[src/rtl/usb_rx_pkg.sv]
// rtl/usb_rx_pkg.sv - shared types and constants for the USB receive packet controller
package usb_rx_pkg;

    typedef enum logic [2:0] {
        ST_IDLE,
        ST_SYNC,
        ST_SYNC_CHK,
        ST_RCV,
        ST_STORE,
        ST_EOP_DONE,
        ST_ERR_WAIT
    } rx_state_t;

    localparam logic [7:0] SYNC_BYTE     = 8'h80;
    localparam int         BITS_PER_BYTE = 8;
    localparam int         MAX_BYTES     = 64;
    localparam int         BIT_CNT_W     = $clog2(BITS_PER_BYTE);
    localparam int         BYTE_CNT_W    = 7;

endpackage

[src/rtl/rx_bit_counter.sv]
// rtl/rx_bit_counter.sv - bit-within-byte counter with byte completion strobe
module rx_bit_counter
    import usb_rx_pkg::*;
(
    input  logic                 clk,
    input  logic                 rst,
    input  logic                 clear,
    input  logic                 count_en,
    output logic [BIT_CNT_W-1:0] count,
    output logic                 rollover
);

    localparam logic [BIT_CNT_W-1:0] LAST_BIT = BIT_CNT_W'(BITS_PER_BYTE - 1);

    // The last bit of a byte completes it; the counter wraps on that same pulse.
    assign rollover = count_en && (count == LAST_BIT);

    // Count sampled bits; clear has priority so a new packet always starts at bit 0.
    always_ff @(posedge clk or posedge rst) begin
        if (rst) begin
            count <= '0;
        end else if (clear) begin
            count <= '0;
        end else if (count_en) begin
            count <= (count == LAST_BIT) ? '0 : count + 1'b1;
        end
    end

endmodule

[src/rtl/rx_pkt_ctrl.sv]
// rtl/rx_pkt_ctrl.sv - USB receive packet sequencer driving the rx_fifo write side
module rx_pkt_ctrl
    import usb_rx_pkg::*;
(
    input  logic                  clk,
    input  logic                  rst,
    input  logic                  d_edge,
    input  logic                  shift_enable,
    input  logic                  eop,
    input  logic [7:0]            rcv_data,
    input  logic                  fifo_full,
    output logic                  rcving,
    output logic                  w_enable,
    output logic                  r_error,
    output logic                  pkt_done,
    output logic [BYTE_CNT_W-1:0] byte_count
);

    localparam logic [BYTE_CNT_W-1:0] MAX_CNT = BYTE_CNT_W'(MAX_BYTES);

    rx_state_t              state;
    rx_state_t              next_state;
    logic [BIT_CNT_W-1:0]   bit_cnt;
    logic                   byte_done;
    logic                   count_en;
    logic                   write_ok;
    logic                   rcving_d;
    logic                   w_enable_d;
    logic                   r_error_d;
    logic                   pkt_done_d;
    logic [BYTE_CNT_W-1:0]  byte_count_d;

    // Bits keep counting through SYNC_CHK and STORE so a bit landing there is not lost.
    assign count_en = shift_enable && (state inside {ST_SYNC, ST_SYNC_CHK, ST_RCV, ST_STORE});

    // The write decision is made on the byte_done cycle so w_enable can be a register
    // that is high during STORE; the byte cap keeps byte_count from ever passing MAX_BYTES.
    assign write_ok = !fifo_full && (byte_count != MAX_CNT);

    rx_bit_counter u_bit_counter (
        .clk      (clk),
        .rst      (rst),
        .clear    (state == ST_IDLE),
        .count_en (count_en),
        .count    (bit_cnt),
        .rollover (byte_done)
    );

    // State and registered outputs; reset discards any byte in flight.
    always_ff @(posedge clk or posedge rst) begin
        if (rst) begin
            state      <= ST_IDLE;
            rcving     <= 1'b0;
            w_enable   <= 1'b0;
            r_error    <= 1'b0;
            pkt_done   <= 1'b0;
            byte_count <= '0;
        end else begin
            state      <= next_state;
            rcving     <= rcving_d;
            w_enable   <= w_enable_d;
            r_error    <= r_error_d;
            pkt_done   <= pkt_done_d;
            byte_count <= byte_count_d;
        end
    end

    // Next state plus the values the output registers take on entering it.
    always_comb begin
        next_state   = state;
        rcving_d     = rcving;
        w_enable_d   = 1'b0;
        r_error_d    = r_error;
        pkt_done_d   = 1'b0;
        byte_count_d = byte_count;
        case (state)
            ST_IDLE: begin
                if (d_edge) begin
                    next_state   = ST_SYNC;
                    rcving_d     = 1'b1;
                    r_error_d    = 1'b0;
                    byte_count_d = '0;
                end
            end
            ST_SYNC: begin
                if (eop) begin
                    next_state = ST_ERR_WAIT;
                    r_error_d  = 1'b1;
                end else if (byte_done) begin
                    next_state = ST_SYNC_CHK;
                end
            end
            ST_SYNC_CHK: begin
                if (rcv_data == SYNC_BYTE) begin
                    next_state = ST_RCV;
                end else begin
                    next_state = ST_ERR_WAIT;
                    r_error_d  = 1'b1;
                end
            end
            ST_RCV: begin
                if (eop && shift_enable && (bit_cnt == '0)) begin
                    next_state = ST_EOP_DONE;
                    rcving_d   = 1'b0;
                    pkt_done_d = 1'b1;
                end else if (eop && (bit_cnt != '0)) begin
                    next_state = ST_ERR_WAIT;
                    r_error_d  = 1'b1;
                end else if (byte_done) begin
                    next_state = ST_STORE;
                    if (write_ok) begin
                        w_enable_d   = 1'b1;
                        byte_count_d = byte_count + 1'b1;
                    end else begin
                        r_error_d = 1'b1;
                    end
                end
            end
            ST_STORE: begin
                next_state = w_enable ? ST_RCV : ST_ERR_WAIT;
            end
            ST_EOP_DONE: begin
                next_state = ST_IDLE;
            end
            ST_ERR_WAIT: begin
                r_error_d = 1'b1;
                if (eop && shift_enable) begin
                    next_state = ST_IDLE;
                    rcving_d   = 1'b0;
                end
            end
            default: begin
                next_state = ST_IDLE;
                rcving_d   = 1'b0;
            end
        endcase
    end

endmodule

[config.mk]
export PLATFORM = sky130hd
export DESIGN_NAME = rx_pkt_ctrl
export DESIGN_NICKNAME = d
export VERILOG_FILES = /design/src/rtl/usb_rx_pkg.sv /design/src/rtl/rx_bit_counter.sv /design/src/rtl/rx_pkt_ctrl.sv
export SDC_FILE = /design/constraint.sdc
export NUM_CORES = 1
export LEC_CHECK = 0
export BUFFER_PORTS_ARGS = -buffer_cell sky130_fd_sc_hd__buf_2
export CAP_MARGIN = 20
export CELL_PAD_IN_SITES_DETAIL_PLACEMENT = 2
export CELL_PAD_IN_SITES_GLOBAL_PLACEMENT = 2
export CORE_MARGIN = 2
export CORE_UTILIZATION = 31
export DETAILED_ROUTE_END_ITERATION = 8
export GPL_TIMING_DRIVEN = 0
export HOLD_SLACK_MARGIN = 0.15
export PLACE_DENSITY_LB_ADDON = 0.1
export SLEW_MARGIN = 20
export SYNTH_ARGS = -nofsm -noshare
export SYNTH_HDL_FRONTEND = slang
export SYNTH_HIERARCHICAL = 1
export SYNTH_SLANG_ARGS = --single-unit
[constraint.sdc]
create_clock -name clk -period 3.19 [get_ports clk]
set_input_delay 0.638 -clock clk [delete_from_list [all_inputs] [get_ports clk]]
set_output_delay 0.638 -clock clk [all_outputs]
set_load 0.01 [all_outputs]
==> flow_metrics.env <==
export IMPL_worstSetupPathType="reg2reg"
export IMPL_gp_congestion=0.799
export IMPL_preCtsSetupSlack_ps=9.04
export IMPL_htreeDepth=1
export IMPL_setup_tns_ps=0
export IMPL_p_clk_frac=0.140
export IMPL_synth_common_cells="17 x dfrtp_1, 14 x nor2_1, 11 x o21ai_1, 9 x nand2_1, 7 x a31oi_1"
export IMPL_portBuffers=24
export IMPL_post_synth_instance_area_mm2=0.00112
export IMPL_synth_area_top_cells="dfrtp_1 38%, o21ai_1 4.9%, nor2_1 4.7%"
export IMPL_cts_buffers=3
export IMPL_power_density_mw_per_mm2=679
export IMPL_synth_ff_type="dfrtp_1"
export IMPL_p_switching_uw=413
export IMPL_chipWidth_um=64.1
export IMPL_fmax_mhz=339
export IMPL_insertion_delay_ps=300
export IMPL_ir_drop_mv=0.255
export IMPL_grt_usage=0.196
export IMPL_outcome="finished clean"
export IMPL_finalNonFillerCells=200
export IMPL_synth_most_common_cell="dfrtp_1"
export IMPL_clock_skew_ps=4.87
export IMPL_drive_above_1_share=0.240
export IMPL_rsz0062_at_grt="false"
export IMPL_ant_nets=0
export IMPL_core_region_area_mm2=0.00342
export IMPL_start_util=0.328
export IMPL_path_cells="clkbuf_1, clkbuf_2, nor3_2, and3b_1, and2_1, nand3b_1, a31oi_1, nand3_1, mux2_1, a22o_1"
export IMPL_critPathMaxStageDelay_ps=400
export IMPL_synth_top_cell_by_area="dfrtp_1"
export IMPL_cp_start_kind="register"
export IMPL_power_frac_seq=0.329
export IMPL_diodes=0
export IMPL_synth_nets=145
export IMPL_cp_slowest_cell="a31oi_1"
export IMPL_die_h_um=64.1
export IMPL_setup_viol=0
export IMPL_total_power_uw=901
export IMPL_dr_pass1_iters=4
export IMPL_setup_slack_ps=237
export IMPL_p_int_uw=488
export IMPL_min_path_type="in2async"
export IMPL_synth_edf_count=0
export IMPL_drt_wirelength_per_cell_um=17.9
export IMPL_hold_viol=0
export IMPL_syn_to_final_growth_pct=18.4
export IMPL_placed_cell_area_mm2=0.00130
export IMPL_drc=0
export IMPL_hpwl_mm=2.71
export IMPL_synth_warning_count=6
export IMPL_drv_cap=0
export IMPL_synth_avg_cell_area_um2=8.82
export IMPL_die_area_mm2=0.00411
export IMPL_slew_viol_final=0
export IMPL_p_leak_nw=0.612
export IMPL_ys_seq_elements=17
export IMPL_critPathCaptureType="register"
export IMPL_final_cell_area_mm2=0.00133
export IMPL_synth_top_area_share=0.380
export IMPL_cp_required_ps=3390
export IMPL_final_nets=173
export IMPL_drt_total_wl_mm=3.57
export IMPL_timing_final_crit_share=0.926
export IMPL_cts_tree="done"
export IMPL_worst_pin_slew_ps=648
export IMPL_drt_initial_drc_count=45
export IMPL_ios=25
export IMPL_synth_cells=127
export IMPL_grt_max_degree=15
export IMPL_clock_tree_buffer_depth=2
export IMPL_comb_power_share=0.531
export IMPL_antenna_found_initial=0
export IMPL_grt_first_pass_wirelength_mm=6.27
export IMPL_rows=21
export IMPL_vias=1092
export IMPL_synth_distinct_cells=43
export IMPL_worstPathArrival_ps=3150
export IMPL_viasPerCell=5.46
export IMPL_async_reset_ff_frac=1.00
export IMPL_max_slew_margin_rel=0.566
export IMPL_dp_cells=197
export IMPL_grt_pass1_vias=1235
export IMPL_cp_max_fo=10
export IMPL_ys_seq_area_frac=0.380
export IMPL_fin_crit_ps=2950
export IMPL_cts_root_buf="clkbuf_4"
export IMPL_cts_sinks=17
export IMPL_cts_clk_slew_worst_paths_ps=110
export IMPL_grt_ovfl_total=0
export IMPL_swShare=0.459
==> final timing paths <==
check / startpoint / end / slack, ps / cells after the start
setup / recovery: state[0] / byte_count[4] / 240 / 10
hold / removal: rst / u_bit_counter/count[0] / 190 / 2
setup reg to reg: state[0] / byte_count[4] / 240 / 10
hold reg to reg: rcving / rcving / 530 / 2
max in group asynchronous: rst / byte_count[3] / 2420 / 2
min in group clk: rcving / rcving / 530 / 2
==> layout by cell type (no fill, tap or decap), types with 4 or more instances in the layout <==
cell type | Yosys | final
inv_1 | 6 | 6
nor3_1 | 5 | 4
a21oi_1 | 4 | 4
a31oi_1 | 7 | 7
ha_1 | 4 | 4
o21ai_1 | 11 | 11
nand2_1 | 9 | 9
buf_2 | 1 | 25
dfrtp_1 | 17 | 17
nor2_1 | 14 | 14
==> repair_timing <==
| item | in CTS | in global routing |
|---|---|---|
| gates resized for setup | 1 | 2 |
| buffers inserted | 0 | 0 |
| hold buffers | 0 | 0 |
| hold endpoints to repair | 0 | 0 |
| setup endpoints to repair | 1 | 1 |
| pin swaps | 0 | 0 |
==> power groups by stage <==
stage	Sequential (mW)	Combinational, mW	Clock [mW]
6_report	0.297	0.478	0.126
5_1_grt	0.305	0.530	0.141
4_1_cts	0.296	0.480	0.131
3_5_place_dp	0.298	0.474	0
3_3_place_gp	0.296	0.453	0
2_1_floorplan	0.293	0.342	0
==> kinds of logic (layout without fill, tap and decap cells) <==
kind of cell	Yosys count	count (layout)	synth area share
flip-flops	17	17	0.380
adder cells (fa/ha/maj)	4	4	0.0447
AND/OR/NAND/NOR	54	54	0.264
AO/OA/AOI/OAI	36	36	0.231
multiplexers	4	4	0.0380
buffers and inverters	12	39	0.0424
==> worst max-delay path: cells and delay by family (launching register included) <==
family                 cells  cell delay (ps)
multiplexers               1              330
flip-flops                 1              340
AND/OR/NAND/NOR            5             1000
AO/OA/AOI/OAI              2              600
buffers and inverters      2              570
==> through the flow <==
stage / hold WS [ps] / util
final: 188 / 0.388
after CTS: 186 / 0.389
after global routing: 184 / 0.388
after detailed placement: 490 / 0.380
after global placement: 490 / 0.380
after floorplan: 392 / -
==> metal layers <==
layer  wire length, um  vias up  share of wire  GRT usage
li1                  -      526              -          -
met1              1690      555           0.47      0.260
met2              1810        9           0.51      0.339
met3                52        2          0.015     0.0211
met4                21        0         0.0059     0.0559
met5                 0        -              0          0
==> cell type report <==
class                           count  area [um2]
Tap cell                           46        57.6
Fill cell                         411        2090
Timing Repair Buffer               24         120
Inverter                            6        22.5
Buffer                              5        22.5
Clock buffer                        4        26.3
Sequential cell                    17         425
Multi-Input combinational cell     98         652
==> sequential cells by signal (all words and copies together) (netlist names) <==
register and cells:
byte_count 7, r_error 1, pkt_done 1, rcving 1, state 3, u_bit_counter/count 3, w_enable 1
No activity file was read; power rests on OpenSTA's default activity.
